--- config.mk ---
export PLATFORM = sky130hd
export DESIGN_NAME = systolic_ctrl
export DESIGN_NICKNAME = d
export VERILOG_FILES = /design/src/rtl/systolic_ctrl.sv
export SDC_FILE = /design/constraint.sdc
export NUM_CORES = 1
export LEC_CHECK = 0
export BUFFER_PORTS_ARGS = -buffer_cell sky130_fd_sc_hd__buf_4
export CELL_PAD_IN_SITES_DETAIL_PLACEMENT = 1
export CELL_PAD_IN_SITES_GLOBAL_PLACEMENT = 2
export CORE_MARGIN = 2
export CORE_UTILIZATION = 41
export DETAILED_ROUTE_END_ITERATION = 7
export GPL_TIMING_DRIVEN = 0
export MAX_ROUTING_LAYER = met4
export PLACE_DENSITY_LB_ADDON = 0.25
export SYNTH_ARGS = -nofsm -noshare
export SYNTH_HDL_FRONTEND = slang
export SYNTH_SLANG_ARGS = --single-unit
--- constraint.sdc ---
create_clock -name clk -period 7.9 [get_ports clk]
set_input_delay 1.58 -clock clk [delete_from_list [all_inputs] [get_ports clk]]
set_output_delay 1.58 -clock clk [all_outputs]
set_load 0.02 [all_outputs]
--- src/rtl/systolic_ctrl.sv ---
// Job sequencer for a ROWS x COLS systolic MAC array: WS weight load, skewed
// row feeds, flush, OS drain, and per-column result-capture strobes.
module systolic_ctrl #(
  parameter int ROWS = 4,
  parameter int COLS = 4,
  parameter int KW   = 8
) (
  input  logic                      clk,
  input  logic                      rst_n,
  input  logic                      start,
  input  logic                      mode,
  input  logic [KW-1:0]             k_len,
  input  logic                      abort,
  output logic                      busy,
  output logic                      done,
  output logic                      data_flow,
  output logic                      load,
  output logic                      drain,
  output logic [$clog2(ROWS)-1:0]   w_row,
  output logic [ROWS-1:0]           feed_en,
  output logic [KW-1:0]             feed_idx,
  output logic [COLS-1:0]           res_valid
);
  localparam int RW = $clog2(ROWS);
  localparam int CW = ((KW > 6) ? KW : 6) + 1;
  localparam int PW = KW + 6;

  typedef enum logic [2:0] {IDLE, LOAD, FEED, FLUSH, DRAIN, DONE} state_t;

  state_t          state, state_nxt;
  logic [CW-1:0]   cnt, cnt_nxt;
  logic [PW-1:0]   ph, ph_nxt;
  logic            mode_q, mode_eff;
  logic [KW-1:0]   k_q, k_eff;
  logic            capture, abrt, os_rv;
  logic [ROWS-1:0] feed_en_nxt;
  logic [COLS-1:0] res_valid_nxt;

  always_ff @(posedge clk or negedge rst_n) begin
    if (!rst_n) begin
      state  <= IDLE;
      cnt    <= '0;
      ph     <= '0;
      mode_q <= 1'b0;
      k_q    <= '0;
    end else begin
      state <= state_nxt;
      cnt   <= cnt_nxt;
      ph    <= ph_nxt;
      if (capture) begin
        mode_q <= mode;
        k_q    <= k_len;
      end
    end
  end

  // cnt holds remaining cycles-1 of the current state; ph is the cycle index
  // since the first FEED cycle and keeps running through FLUSH.
  always_comb begin
    state_nxt = state;
    cnt_nxt   = cnt;
    ph_nxt    = ph;
    capture   = 1'b0;
    abrt      = abort && (state != IDLE) && (state != DONE);
    case (state)
      IDLE: if (start) begin
        if (k_len == '0) begin
          state_nxt = DONE;
        end else begin
          capture = 1'b1;
          ph_nxt  = '0;
          if (mode) begin
            state_nxt = LOAD;
            cnt_nxt   = CW'(ROWS - 1);
          end else begin
            state_nxt = FEED;
            cnt_nxt   = CW'(k_len) + CW'(ROWS - 2);
          end
        end
      end
      LOAD: begin
        if (cnt == '0) begin
          state_nxt = FEED;
          cnt_nxt   = CW'(k_q) + CW'(ROWS - 2);
          ph_nxt    = '0;
        end else begin
          cnt_nxt = cnt - CW'(1);
        end
      end
      FEED: begin
        ph_nxt = ph + PW'(1);
        if (cnt == '0) begin
          state_nxt = FLUSH;
          cnt_nxt   = CW'(COLS + ROWS);
        end else begin
          cnt_nxt = cnt - CW'(1);
        end
      end
      FLUSH: begin
        ph_nxt = ph + PW'(1);
        if (cnt == '0) begin
          if (mode_q) begin
            state_nxt = DONE;
          end else begin
            state_nxt = DRAIN;
            cnt_nxt   = CW'(ROWS - 1);
          end
        end else begin
          cnt_nxt = cnt - CW'(1);
        end
      end
      DRAIN: begin
        if (cnt == '0) state_nxt = DONE;
        else           cnt_nxt   = cnt - CW'(1);
      end
      DONE:    state_nxt = IDLE;
      default: state_nxt = IDLE;
    endcase
    if (abrt) state_nxt = DONE;
  end

  // Output next-values are decoded from the next state so every output is a flop.
  always_comb begin
    mode_eff      = capture ? mode : mode_q;
    k_eff         = capture ? k_len : k_q;
    feed_en_nxt   = '0;
    res_valid_nxt = '0;
    for (int r = 0; r < ROWS; r++)
      feed_en_nxt[r] = (state_nxt == FEED) && (ph_nxt >= PW'(r)) &&
                       (ph_nxt < PW'(r) + PW'(k_eff));
    if (mode_eff && (state_nxt == FEED || state_nxt == FLUSH))
      for (int c = 0; c < COLS; c++)
        res_valid_nxt[c] = (ph_nxt >= PW'(ROWS + c + 1)) &&
                           (ph_nxt <= PW'(ROWS + c) + PW'(k_eff));
    // OS results stream out one cycle behind drain, ending in the DONE cycle.
    os_rv = !mode_eff &&
            (((state_nxt == DRAIN) && (cnt_nxt != CW'(ROWS - 1))) ||
             ((state == DRAIN) && (state_nxt == DONE) && !abrt));
    if (os_rv) res_valid_nxt = '1;
  end

  always_ff @(posedge clk or negedge rst_n) begin
    if (!rst_n) begin
      busy      <= 1'b0;
      done      <= 1'b0;
      load      <= 1'b0;
      drain     <= 1'b0;
      w_row     <= '0;
      feed_idx  <= '0;
      feed_en   <= '0;
      res_valid <= '0;
    end else begin
      busy      <= (state_nxt != IDLE);
      done      <= (state_nxt == DONE);
      load      <= (state_nxt == LOAD);
      drain     <= (state_nxt == DRAIN);
      w_row     <= (state_nxt == LOAD) ? cnt_nxt[RW-1:0] : '0;
      feed_idx  <= (state_nxt == FEED) ? ph_nxt[KW-1:0] : '0;
      feed_en   <= feed_en_nxt;
      res_valid <= res_valid_nxt;
    end
  end

  assign data_flow = mode_q;

endmodule

**Yosys cells after proc, flatten, opt, wreduce, memory -nomap -nowiden**

Index checks and enable logic that the tools add are counted.

- $add $sub $neg: 11
- Order comparisons: 16
- Equal/unequal tests: 11
- Muxes and demuxes: 32
- Reductions and logical operators: 29

Operators with widths:

| operator | count |
|---|---|
| 9-bit two-way mux | 8 |
| 14-bit by 9-bit <= comparator with 1-bit output | 4 |
| 9-bit case mux with 5 select lines | 1 |
| 14-bit by 3-bit >= comparator with 1-bit output, second input constant | 3 |
| 14-bit by 9-bit less-than comparator with 1-bit output | 3 |
| 14-bit two-way mux | 3 |
| 14-bit case mux with 3 select lines | 1 |
| 3-bit by 8-bit adder with 9-bit output, first input constant | 4 |
| 14-bit by 1-bit >= comparator with 1-bit output, second input constant | 2 |
| 14-bit by 2-bit >= comparator with 1-bit output, second input constant | 2 |
| 3-bit two-way mux | 7 |
| 1-bit logical AND | 19 |
| 2-bit by 8-bit adder with 9-bit output, first input constant | 2 |
| 8-bit by 2-bit adder with 9-bit output, second input constant | 2 |
| 8-bit two-way mux | 2 |
| 3-bit case mux with 5 select lines | 1 |
| 14-bit by 1-bit adder with 14-bit output, second input constant | 1 |
| 14-bit by 4-bit >= comparator with 1-bit output, second input constant | 1 |
| 14-bit by 8-bit less-than comparator with 1-bit output | 1 |
| 3-bit by 2-bit equality test with 1-bit output, second input constant | 4 |
| 1-bit by 8-bit adder with 9-bit output, first input constant | 1 |
| 3-bit equality test, second input constant | 3 |
| 9-bit zero test | 1 |
| 9-bit by 2-bit != test with 1-bit output, second input constant | 1 |
| 12 further kinds | 22 |

- Register bits after elaboration: 57
- Bits of input ports: 13
- Output and inout bits: 23
- Word-level logic and storage cells: 112

**Depth between registers and ports, before layout**

Gate-level depths: netlist (run 1).

- Depth in word-level cells: 11
- Gate-level depth with buffers: 17
- Gate-level depth less buffers: 15

**Least setup slack after synthesis (run 1)**

OpenSTA, ideal clock, no wires.

- Path kind: input to register
- From: input port k_len[3]
- To: register feed_en[1]
- Library setup time: 0.122 ns
- Arrival: 4.835 ns
- Required time: 7.778 ns
- Slack: 2.943 ns
- Stages: 16
- Path buffers: 3
- Cell sequence: clkbuf_1 nor4_2 a21o_1 buf_2 mux2i_1 clkbuf_1 nand2_1 and2_1 ha_1 o21bai_1 nand2b_1 a21o_1 a21o_1 a21oi_1 o21ai_0 a2111oi_1

- Longest elaborated chain between the ends: 8
- Elaborated cells on any way between the ends: 18
- Those cells by class: add/sub: 1; order compare: 2; eq/ne: 1; mux: 11; reduce/logical: 3

RTL lines:

| what | RTL line | source |
|---|---|---|
| start: declaration | 12 | `input logic [KW-1:0] k_len,` |
| 8-bit zero test | 67 | `if (k_len == '0) begin` |
| 1-bit two-way mux or 3-bit two-way mux (tied branches) | 67 |  |
| 1-bit two-way mux or 3-bit two-way mux (tied branches) | 66 | `IDLE: if (start) begin` |
| 1-bit two-way mux or 3-bit case mux with 5 select lines (tied branches) | 65 | `case (state)` |
| 8-bit two-way mux or 3-bit two-way mux (tied branches) | n/a |  |
| 1-bit by 8-bit adder with 9-bit output or 3-bit by 2-bit equality test with 1-bit output (tied branches) | 130, 129 |  |
| 14-bit by 9-bit less-than comparator with 1-bit output or 1-bit logical AND (tied branches) | 130, 129 |  |
| 1-bit logical AND (*) | 129 | `feed_en_nxt[r] = (state_nxt == FEED) && (ph_nxt >= PW'(r)) &&` |
| net feed_en_nxt[1] | 36 | `logic [ROWS-1:0] feed_en_nxt;` |
| end signal: assignment | 159 | `feed_en <= feed_en_nxt;` |
| end: declaration | 20 | `output logic [ROWS-1:0] feed_en,` |

The timed path passes the listed nets; every way through them passes the cells marked *.

**Final worst setup path (run 1)**

- From: input port k_len[4]
- To: register feed_en[1]

- Longest elaborated chain between the ends: 8
- Elaborated cells on any way between the ends: 18
- Those cells by class: add/sub: 1; order compare: 2; eq/ne: 1; mux: 11; reduce/logical: 3

RTL lines:

| what | RTL line | source |
|---|---|---|
| 8-bit zero test | 67 |  |
| 1-bit two-way mux | 67 |  |
| 1-bit two-way mux | 66 |  |
| 1-bit two-way mux | 65 |  |
| 8-bit two-way mux | n/a |  |
| net k_eff[0] | 34 | `logic [KW-1:0] k_q, k_eff;` |
| 1-bit by 8-bit adder with 9-bit output | 130 | `(ph_nxt < PW'(r) + PW'(k_eff));` |
| 14-bit by 9-bit less-than comparator with 1-bit output | 130 |  |
| 1-bit logical AND | 129 |  |
| net feed_en_nxt[1] | 36 |  |

The timed path passes the listed nets, and every way through them passes these cells.

==> out/qor.txt, run 1 <==
Status: complete, no violations
CP endpoint kind: flop
Final period utilization: 73.4%
Worst vdd ir: 0.156 mV
Required @ worst endpoint: 8.08 ns
Hold buffers post-CTS: 0
Ys flop type: dfrtp_1
Setup TNS: 0 ns
Antenna diodes: 0
Post-CTS sizing: 0
Final setup viols: 0
Core ar.: 12700 um^2
Avg WL per Cell: 20.5 um
Clk_lat worst skew: 0.34 ns
Syn Area/Cell: 8.48 um^2
P per Cell Area: 395 nW/um^2
Slew Limit Headroom: 14.5%
Number of synthesized register bits: 57
Die area: 14000 um^2
IO Count: 36
Total leakage power: 2.90 nW
# H-tree levels: 3
Synth Cell Area: 5360 um^2
Area growth from synthesis to layout: 14.7%
Vias in the first global route: 5378
Endpoints failing hold: 0
Initial antenna violation count: 0
RSZ-0062 raised after global routing: no
Die Height: 118 um
Row count: 41
Via count: 5128
Worst Hold Class: reg2reg
Synth top area share: 26.6%
Via density: 6.00
Routability cong.: 0.867
Gate Count Post-Synth: 632
First-pass GRT wire length: 28900 um
Sequential fraction of the synthesis area: 26.6%
Detailed Routing Iterations Pass 1: 4
Chip width: 118 um
EDFF count, synth: 0
Grt ovf: 0
Cells on worst reg2reg path: 16
CP Class: in2reg
Net count after synthesis: 712
Fmax: 172 MHz
Area leader, netlist: dfrtp_1
Layout Nets: 757
Clock skew: 0.00729 ns
CP Launch Type: input port
TritonCTS clock tree: done
Period minus WS final: 5.80 ns
CTS clk-pin slew, worst paths: 0.05 ns
Pins Over Slew Limit: 0
Netlist cell types: 72
Gr usage total: 26.9%
Clock sink total: 57
DR DRC count: 0
Max Buffers Root-to-Sink: 2
CP Max Fanout: 10
Buffers on Ports: 33
Root buf cell: clkbuf_16
Power Total: 2.43 mW
HPWL after DPL: 13500 um
Yosys warnings: 0
Largest net degree at the start of global routing: 58
Arrival time of the worst setup path: 5.98 ns
DRT antenna net count: 0
Layout cells sized above 1: 12.8%
Max-cap viol count: 0
CTS Buf Count: 9
Hold Path Stages: 1
Wire length after detailed routing: 17500 um
Async SR Flop Fraction: 100%
Initial core utilization: 42.3%
Final Hold Slack: 0.516 ns
Worst Tran Pin Value: 1.28 ns
Main area contributors after synthesis: dfrtp_1 27%, ha_1 16%, xnor2_1 4.9%
Post-CTS Setup Repair Bufs: 0
Iter 0 DRT Violations: 250
[cells in the final DEF (no fill, tap or decap), types with 16 or more instances in the layout]
| master | count |
|---|---|
| ha_1 | 67 |
| inv_1 | 31 |
| nand2_1 | 63 |
| nor3_1 | 21 |
| nor2_1 | 25 |
| o21ai_0 | 42 |
| buf_4 | 37 |
| o21a_1 | 18 |
| clkbuf_1 | 16 |
| xnor2_1 | 30 |
| nand3_1 | 26 |
| a21oi_1 | 30 |
| dfrtp_1 | 57 |
[sequential cells by signal, indices dropped and copies added, names as in the netlist]
signal     flops
feed_en        4
feed_idx       8
state          3
ph            14
k_q            8
done           1
drain          1
w_row          2
data_flow      1
load           1
cnt            9
res_valid      4
busy           1
[logic make-up (layout without fill, tap and decap cells)]
kind of cell,count (synthesis),in the layout,synth area share [%]
adders and majority gates,67,67,15.6
and+or+nand+nor,226,226,22.8
muxes,12,12,2.38
buffers and inverters,60,110,4.74
DFF,57,57,26.6
xor gates and xnor gates,36,36,5.88
AOI/OAI and AO/OA,174,174,21.9
[power breakdown]
group / internal (mW) / total [mW] / switching, mW
Sequential: 0.367 / 0.442 / 0.0750
Clock: 0.246 / 0.395 / 0.149
Combinational: 0.610 / 1.59 / 0.983
Total: 1.22 / 2.43 / 1.21
[routing by layer]
metal | up-vias | routed length (um) | track usage [%]
met1 | 2577 | 7900 | 32.8
li1 | 2440 | - | -
met3 | 36 | 425 | 3.43
met4 | 0 | 524 | 10.5
met2 | 75 | 8690 | 45.3
met5 | - | 0 | -
[per-stage QoR]
step	util, %	setup WS [ns]	instance area, um^2	cells
after floorplan	-	2.94	5360	632
after global placement	46.0	1.73	5820	837
after detailed placement	46.1	1.81	5840	838
after CTS	48.5	2.15	6140	854
after global routing	48.5	1.81	6150	854
final	48.5	2.10	6150	854
[worst paths after layout]
check,start,to,slack (ns)
setup / recovery,k_len[4],feed_en[1]$_DFF_PN0_,2.10
hold / removal,ph[13]$_DFF_PN0_,ph[13]$_DFF_PN0_,0.52
setup reg to reg,cnt[0]$_DFF_PN0_,feed_en[1]$_DFF_PN0_,2.93
hold reg to reg,ph[13]$_DFF_PN0_,ph[13]$_DFF_PN0_,0.52
max in group asynchronous,rst_n,state[1]$_DFF_PN0_,6.09
min in group asynchronous,rst_n,cnt[4]$_DFF_PN0_,1.30
[cells in the mapped netlist, drive strengths merged, types with 13 or more instances]
master	number
xnor2	30
dfrtp	57
nand2	63
ha	67
nor3	23
o21a	18
a21oi	30
inv	35
o21ai	45
and3	13
nor2	26
nand3	26
a21o	16
clkbuf	16
[critical path: stages]
cell       delay [ns]
buf_4            0.14
nor4_2           0.46
a21o_1           0.24
buf_2            0.30
mux2i_1          0.71
inv_1            0.24
nand2_1          0.19
nand2_1          0.14
and2_1           0.23
ha_1             0.32
o21bai_1         0.11
nand2b_1         0.09
a21o_1           0.18
a21o_1           0.18
a21oi_1          0.18
o21ai_0          0.12
a2111oi_1        0.53
[cell type report]
type                    count  area [um^2]
plain buffers              23          115
clock buffers               9          225
clock inverters             7         77.6
fillers                  1548         6520
inverters                  37          139
multi-input cells         515         3690
flip-flops and latches     57         1430
well taps                 172          215
repair buffers             34          255
Power figures use the tool's default switching activity.
==> inputs of run 2 (changes only) <==
--- a/config.mk
+++ b/config.mk
@@ -5,11 +5,12 @@
 export SDC_FILE = /design/constraint.sdc
 export NUM_CORES = 1
 export LEC_CHECK = 0
+export ABC_AREA = 1
 export BUFFER_PORTS_ARGS = -buffer_cell sky130_fd_sc_hd__buf_4
 export CELL_PAD_IN_SITES_DETAIL_PLACEMENT = 1
 export CELL_PAD_IN_SITES_GLOBAL_PLACEMENT = 2
 export CORE_MARGIN = 2
-export CORE_UTILIZATION = 41
+export CORE_UTILIZATION = 36
 export DETAILED_ROUTE_END_ITERATION = 7
 export GPL_TIMING_DRIVEN = 0
 export MAX_ROUTING_LAYER = met4
==> constraint.sdc (replaced) <==
create_clock -name clk -period 5.7 [get_ports clk]
set_input_delay 1.14 -clock clk [delete_from_list [all_inputs] [get_ports clk]]
set_output_delay 1.14 -clock clk [all_outputs]
set_load 0.02 [all_outputs]
==> out/qor.txt, run 2 <==
Status: complete, no violations
DP Area: 6200 um^2 (+6.1%)
Comb pwr share: 65.1% (-0.5 points)
Max-cap viol count: 0 (unchanged)
Final period utilization: 76.3%
Core ar.: 15300 um^2 (+21%)
Yosys warnings: 0 (unchanged)
Cells on worst reg2reg path: 19 (+3)
Worst vdd ir: 0.169 mV (+8.6%)
Commonest non-fill, non-tap cell in the layout: nand2_1
Ys flop type: dfrtp_1
Antenna diodes: 0 (unchanged)
DRT antenna net count: 0 (unchanged)
Layout Nets: 932 (+23%)
Slew Limit Headroom: 50.5% (+36 points)
CP Class: in2reg
Required @ worst endpoint: 5.92 ns (-2.16 ns)
Worst Tran Pin Value: 0.743 ns (-0.539 ns)
Worst Hold Class: reg2reg
Syn Area/Cell: 7.04 um^2 (-17%)
Net count after synthesis: 887 (+25%)
Main area contributors after synthesis: dfrtp_1 25%, ha_1 15%, nand2_1 14%
Wire length after detailed routing: 18900 um (+7.6%)
Post-CTS Setup Repair Bufs: 0 (unchanged)
Worst R2R Setup Slack: 1.53 ns (-1.40 ns)
Via count: 5640 (+10%)
Sw frac: 53.0% (+3.3 points)
Iter 0 DRT Violations: 296 (+18%)
Die Height: 130 um (+9.5%)
Reg with most FFs: ph
Grt ovf: 0 (unchanged)
Layout Cell Area excl Fill: 6520 um^2 (+6.0%)
R2r endpoint: feed_en[1]$_DFF_PN0_
Gate Count Post-Synth: 807 (+28%)
Final setup viols: 0 (unchanged)
Die area: 16800 um^2 (+20%)
Fmax: 230 MHz
Sequential fraction of the synthesis area: 25.1% (-1.5 points)
Clock Power Share: 16.7% (+0.5 points)
Hold Startpoint: ph[11]$_DFF_PN0_
Most instantiated cells after synthesis: 218 x nand2_1, 83 x inv_1, 81 x nor2_1, 67 x ha_1, 65 x nand3_1
Clock skew: 0.00657 ns (-0.000719 ns)
Chip width: 130 um (+9.5%)
CP Max Fanout: 10 (unchanged)
Synth Cell Area: 5680 um^2 (+6.0%)
Netlist cell types: 50 (-31%)
CTS clk-pin slew, worst paths: 0.05 ns (about the same)
Total leakage power: 3.43 nW (+18%)
EDFF count, synth: 0 (unchanged)
Fill cells: 1955 (+26%)
Period minus WS final: 4.35 ns
Number of synthesized register bits: 57 (unchanged)
Area leader, netlist: dfrtp_1
Clock sink total: 57 (unchanged)
Top-count cell post-synth: nand2_1
Worst r2r src: cnt[0]$_DFF_PN0_
Root buf cell: clkbuf_16
Max Buffers Root-to-Sink: 2 (unchanged)
Fraction of power consumed by sequential logic: 18.2% (about the same)
Arrival time of the worst setup path: 4.56 ns (-1.42 ns)
Setup TNS: 0 ns (unchanged)
Detailed Routing Iterations Pass 1: 6 (+2)
Clk_lat worst skew: 0.34 ns (about the same)
CTS Buf Count: 9 (unchanged)
Synth top area share: 25.1% (-1.5 points)
DR DRC count: 0 (unchanged)
Initial antenna violation count: 0 (unchanged)
P per Cell Area: 526 nW/um^2 (+33%)
IO Count: 36 (unchanged)
P_int: 1.61 mW (+32%)
RSZ-0062 raised after global routing: no
Hold Path Stages: 2 (+1)
Area growth from synthesis to layout: 14.7% (about the same)
Hold buffers post-CTS: 0 (unchanged)
Initial core utilization: 37.1% (-5.2 points)
Pins Over Slew Limit: 0 (unchanged)
First-pass GRT wire length: 31200 um (+8.0%)
CP Launch Type: input port
Buffers on Ports: 34 (+3.0%)
Commonest cells after routing, fill and taps aside: 218 x nand2_1, 83 x inv_1, 81 x nor2_1
Regs by FF count: ph: 14 flops, cnt: 9 flops
Row count: 45 (+9.8%)
HPWL after DPL: 15000 um (+11%)
TritonCTS clock tree: done
Vias in the first global route: 5888 (+9.5%)
Largest net degree at the start of global routing: 58 (unchanged)
Via density: 5.29 (-12%)
Async SR Flop Fraction: 100% (unchanged)
Max reg flops: 14 (unchanged)
Worst Hold Path EP: ph[11]$_DFF_PN0_
Gr usage total: 24.9% (-2.0 points)
Endpoints failing hold: 0 (unchanged)
CP endpoint kind: flop
Sw Pwr: 1.81 mW (+50%)
Post-CTS sizing: 0 (unchanged)
Avg WL per Cell: 17.7 um (-14%)
Layout cells sized above 1: 14.8% (+2.1 points)
# H-tree levels: 3 (unchanged)
Routability cong.: 0.893 (+3.0%)
## run 2: changes by cell type after synthesis, moves of 11 or more
cell      change
nand2_1     +155
xor2_1       +15
nor2_1       +56
a21o_1       -12
o21ai_0      -15
and3_1       -12
nand4_1      +11
inv_2        +12
o21a_1       -16
nand3_1      +39
xnor2_1      -29
inv_1        +52
clkbuf_1     -16
## run 2: per-stage QoR
stage | utilization [%] | hold slack, ns | worst slack [ns] | total power, mW | instances
CTS | 42.5 | 0.565 | 1.34 | 3.45 | 1067
finish | 42.5 | 0.567 | 1.35 | 3.42 | 1067
global placement | 40.5 | 0.529 | 1.16 | 2.77 | 1052
detailed placement | 40.5 | 0.550 | 0.986 | 2.86 | 1052
floorplan | - | 0.491 | 1.87 | 2.21 | 807
global route | 42.5 | 0.599 | 1.07 | 3.76 | 1067
## run 2: routing by layer
metal / share of wire, % / vias to the layer above / wire length [um] / track usage [%]
met5: 0 / - / 0 / -
met4: 1.4 / 0 / 268 / 6.07
met3: 2.9 / 22 / 552 / 3.67
met2: 47 / 75 / 8820 / 39.8
met1: 49 / 2790 / 9230 / 33.2
li1: - / 2753 / - / -
## run 2: final cells by class
| type | instances | area, um^2 | share of cell area [%] |
|---|---|---|---|
| Inverter | 101 | 382 | 5.86 |
| Clock buffer | 13 | 280 | 4.30 |
| Clock inverter | 2 | 35.0 | 0.538 |
| Tap cell | 211 | 264 | 4.05 |
| Buffer | 8 | 65.1 | 0.999 |
| Multi-Input combinational cell | 641 | 3810 | 58.4 |
| Sequential cell | 57 | 1430 | 21.9 |
| Timing Repair Buffer | 34 | 255 | 3.92 |
## run 2: worst max-delay path by stage
stage	from	to	cells after the start
floorplan	k_len[3]	feed_en[1]$_DFF_PN0_	25
global placement	k_len[3]	feed_en[1]$_DFF_PN0_	24
detailed placement	k_len[3]	feed_en[1]$_DFF_PN0_	24
CTS	k_len[3]	feed_en[1]$_DFF_PN0_	24
global route	k_len[3]	feed_en[1]$_DFF_PN0_	24
finish	k_len[3]	feed_en[1]$_DFF_PN0_	24
## run 2: critical path, cell delays in order
cell and delay [ns]:
buf_2 0.17, nor2_2 0.05, nand2_1 0.09, inv_2 0.05
nand2_4 0.09, nand2_2 0.07, buf_8 0.16, o21ai_4 0.37
inv_2 0.19, nand2_1 0.14, nor2_2 0.06, nand2_1 0.18
nor2_1 0.08, inv_1 0.09, nand2_1 0.07, ha_1 0.29
nand2_1 0.07, or3b_2 0.45, o221ai_1 0.30, nand3_1 0.12
nand2_1 0.09, o21ai_0 0.07, nand3b_1 0.09, nor2_1 0.06
## run 2: cells by family (layout without fill, tap and decap cells)
logic type | after synthesis | after routing | share of synthesized area, %
fa+ha+maj | 67 | 67 | 14.8
simple gates | 448 | 448 | 36.9
flops | 57 | 57 | 25.1
xor+xnor | 22 | 22 | 3.39
compound gates | 104 | 104 | 12.0
buf+inv | 109 | 158 | 7.86
## run 2: power by group through the flow
stage | logic (mW) | registers, mW | clock network [mW]
finish | 2.23 | 0.625 | 0.571
global route | 2.52 | 0.642 | 0.603
CTS | 2.24 | 0.624 | 0.588
detailed placement | 2.23 | 0.629 | 0
global placement | 2.14 | 0.622 | 0
floorplan | 1.57 | 0.640 | 0
==> inputs of run 3 (changes only) <==
==> constraint.sdc (replaced) <==
create_clock -name clk -period 4.15 [get_ports clk]
set_input_delay 0.83 -clock clk [delete_from_list [all_inputs] [get_ports clk]]
set_output_delay 0.83 -clock clk [all_outputs]
set_load 0.02 [all_outputs]
==> out/qor.txt, run 3 (same netlist as run 2, synthesis figures left out) <==
Status: complete, no violations
CP endpoint kind: flop
First-pass GRT wire length: 31200 um (unchanged)
Row count: 45 (unchanged)
Routability cong.: 0.893 (unchanged)
# H-tree levels: 3 (unchanged)
Sw frac: 52.9% (about the same)
Slew Limit Headroom: 51.1% (+0.69 points)
Endpoints failing hold: 0 (unchanged)
Final Hold Slack: 0.561 ns (-0.00625 ns)
Detailed Routing Iterations Pass 1: 4 (-2)
Avg WL per Cell: 17.7 um (about the same)
DRT antenna net count: 0 (unchanged)
DR DRC count: 0 (unchanged)
Core ar.: 15300 um^2 (unchanged)
Worst Hold Class: in2async
Max-cap viol count: 0 (unchanged)
RSZ-0062 raised after global routing: no
HPWL after DPL: 15000 um (unchanged)
Initial antenna violation count: 0 (unchanged)
Reg with most FFs: ph
Buffers on Ports: 34 (unchanged)
FF/Latch Area: 1430 um^2 (unchanged)
Pins Over Slew Limit: 0 (unchanged)
Clk_lat worst skew: 0.34 ns (about the same)
Max Buffers Root-to-Sink: 2 (unchanged)
Period minus WS final: 3.88 ns
Antenna diodes: 0 (unchanged)
Die Height: 130 um (unchanged)
Total leakage power: 3.44 nW (+0.21%)
Comb pwr share: 65.3% (+0.2 points)
Final period utilization: 93.5%
Worst slack at placement: -0.254 ns (-1.24 ns)
Multi-input gate area: 3840 um^2 (+0.76%)
Commonest non-fill, non-tap cell in the layout: nand2_1
DP Area: 6200 um^2 (unchanged)
Fraction of power consumed by sequential logic: 18.1% (about the same)
P_int: 2.23 mW (+39%)
IO Count: 36 (unchanged)
Layout Cells excl Fill: 1071 (+0.37%)
Clock sink total: 57 (unchanged)
Largest net degree at the start of global routing: 58 (unchanged)
Arrival time of the worst setup path: 4.15 ns (-0.41 ns)
Via count: 5640 (unchanged)
Slowest stage cell, crit path: dfrtp_1
Final setup viols: 0 (unchanged)
Slowest stage delay, CP: 0.42 ns (-0.03 ns)
Max reg flops: 14 (unchanged)
Clock skew: 0.00681 ns (+0.000235 ns)
Fmax: 258 MHz
Gr usage total: 24.9% (unchanged)
Vias in the first global route: 5888 (unchanged)
Min setup slack post-route: 0.270 ns (-1.08 ns)
Cells on worst reg2reg path: 19 (unchanged)
Power Total: 4.75 mW (+39%)
Required @ worst endpoint: 4.42 ns (-1.50 ns)
CP Launch Type: flop
Wire length after detailed routing: 18900 um (+0.35%)
Dpl cells: 1052 (unchanged)
Final core area utilization: 42.9% (+0.41 points)
Worst Tran Pin Value: 0.733 ns (-0.0103 ns)
P per Cell Area: 721 nW/um^2 (+37%)
Setup TNS: 0 ns (unchanged)
Chip width: 130 um (unchanged)
Worst vdd ir: 0.254 mV (+50%)
CP Max Fanout: 10 (unchanged)
Layout Cell Area excl Fill: 6580 um^2 (+0.96%)
Hold buffers post-CTS: 0 (unchanged)
Area growth from synthesis to layout: 15.8%
Sw Pwr: 2.51 mW (+38%)
Iter 0 DRT Violations: 252 (-15%)
Layout Nets: 936 (+0.43%)
CTS Buf Count: 9 (unchanged)
TritonCTS clock tree: done
Clock Power Share: 16.6% (about the same)
CP cell instances: inv_1 -> ha_2 -> nand2_4 -> nor2_8 -> nand2_4 -> nand2_2 -> nand3_2 -> buf_6 -> a21boi_2 -> clkinvlp_4 -> buf_4 -> ha_1 -> a21oi_1 -> o211ai_1 -> nand2_1 -> a21boi_0 -> o32ai_1 -> nand3_1 -> nand2_1
CTS clk-pin slew, worst paths: 0.05 ns (about the same)
Fill cells: 1953 (-0.10%)
Grt ovf: 0 (unchanged)
Initial core utilization: 37.1% (unchanged)
Via density: 5.27 (-0.37%)
Layout cells sized above 1: 16.4% (+1.6 points)
Commonest cells after routing, fill and taps aside: 215 x nand2_1, 81 x nor2_1, 80 x inv_1
CP Class: reg2reg
Regs by FF count: ph: 14 flops, cnt: 9 flops
Die area: 16800 um^2 (unchanged)
Root buf cell: clkbuf_16
[run 3: changes by cell type in the layout (fill, tap and decap cells not counted), moves of 2 or more]
cell | before | now
buf_4 | 35 | 39
inv_1 | 83 | 80
nand2_1 | 218 | 215
nand2_2 | 9 | 12
inv_2 | 16 | 18
[run 3: area by class of cell]
class / instances / area share [%]
Buffer: 8 / 0.989
Clock buffer: 13 / 4.26
Clock inverter: 2 / 0.533
Inverter: 101 / 5.86
Multi-Input combinational cell: 641 / 58.3
Sequential cell: 57 / 21.7
Tap cell: 211 / 4.01
Timing Repair Buffer: 38 / 4.34
[run 3: timing repair]
| item | 4_1_cts | 5_1_grt |
|---|---|---|
| setup buffers | 0 | 4 |
| hold endpoints to repair | 0 | 0 |
| endpoints found under the setup margin | 1 | 5 |
| resized for setup | 2 | 9 |
| pin swaps | 0 | 1 |
[run 3: path summary, 6_finish.rpt]
kind / start / to / slack, ns
setup / recovery: cnt[0]$_DFF_PN0_ / res_valid[2]$_DFF_PN0_ / 0.27
hold / removal: rst_n / feed_idx[5]$_DFF_PN0_ / 0.56
setup reg to reg: cnt[0]$_DFF_PN0_ / res_valid[2]$_DFF_PN0_ / 0.27
hold reg to reg: ph[11]$_DFF_PN0_ / ph[11]$_DFF_PN0_ / 0.56
max in group asynchronous: rst_n / k_q[7]$_DFF_PN0_ / 3.10
min in group clk: ph[11]$_DFF_PN0_ / ph[11]$_DFF_PN0_ / 0.56
[run 3: power by group through the flow]
stage               logic [mW]  registers (mW)  clock network [mW]
detailed placement        3.06           0.863                   0
global placement          2.95           0.854                   0
global route              3.49           0.882               0.829
CTS                       3.08           0.858               0.807
finish                    3.10           0.859               0.786
floorplan                 2.15           0.879                   0
[run 3: worst max-delay path, delay by kind of cell (launching register included)]
kind	cells	cell delay [ns]
buffers and inverters	4	0.90
AND/OR/NAND/NOR	8	0.96
AO/OA/AOI/OAI	5	0.90
adder cells (fa/ha/maj)	2	0.62
flip-flops	1	0.42
[run 3: layer usage]
layer | track usage [%] | vias up | part of all wire [%]
li1 | - | 2764 | -
met1 | 33.2 | 2790 | 48
met2 | 39.8 | 71 | 47
met3 | 3.67 | 15 | 3.5
met4 | 6.07 | 0 | 1.2
met5 | - | - | 0
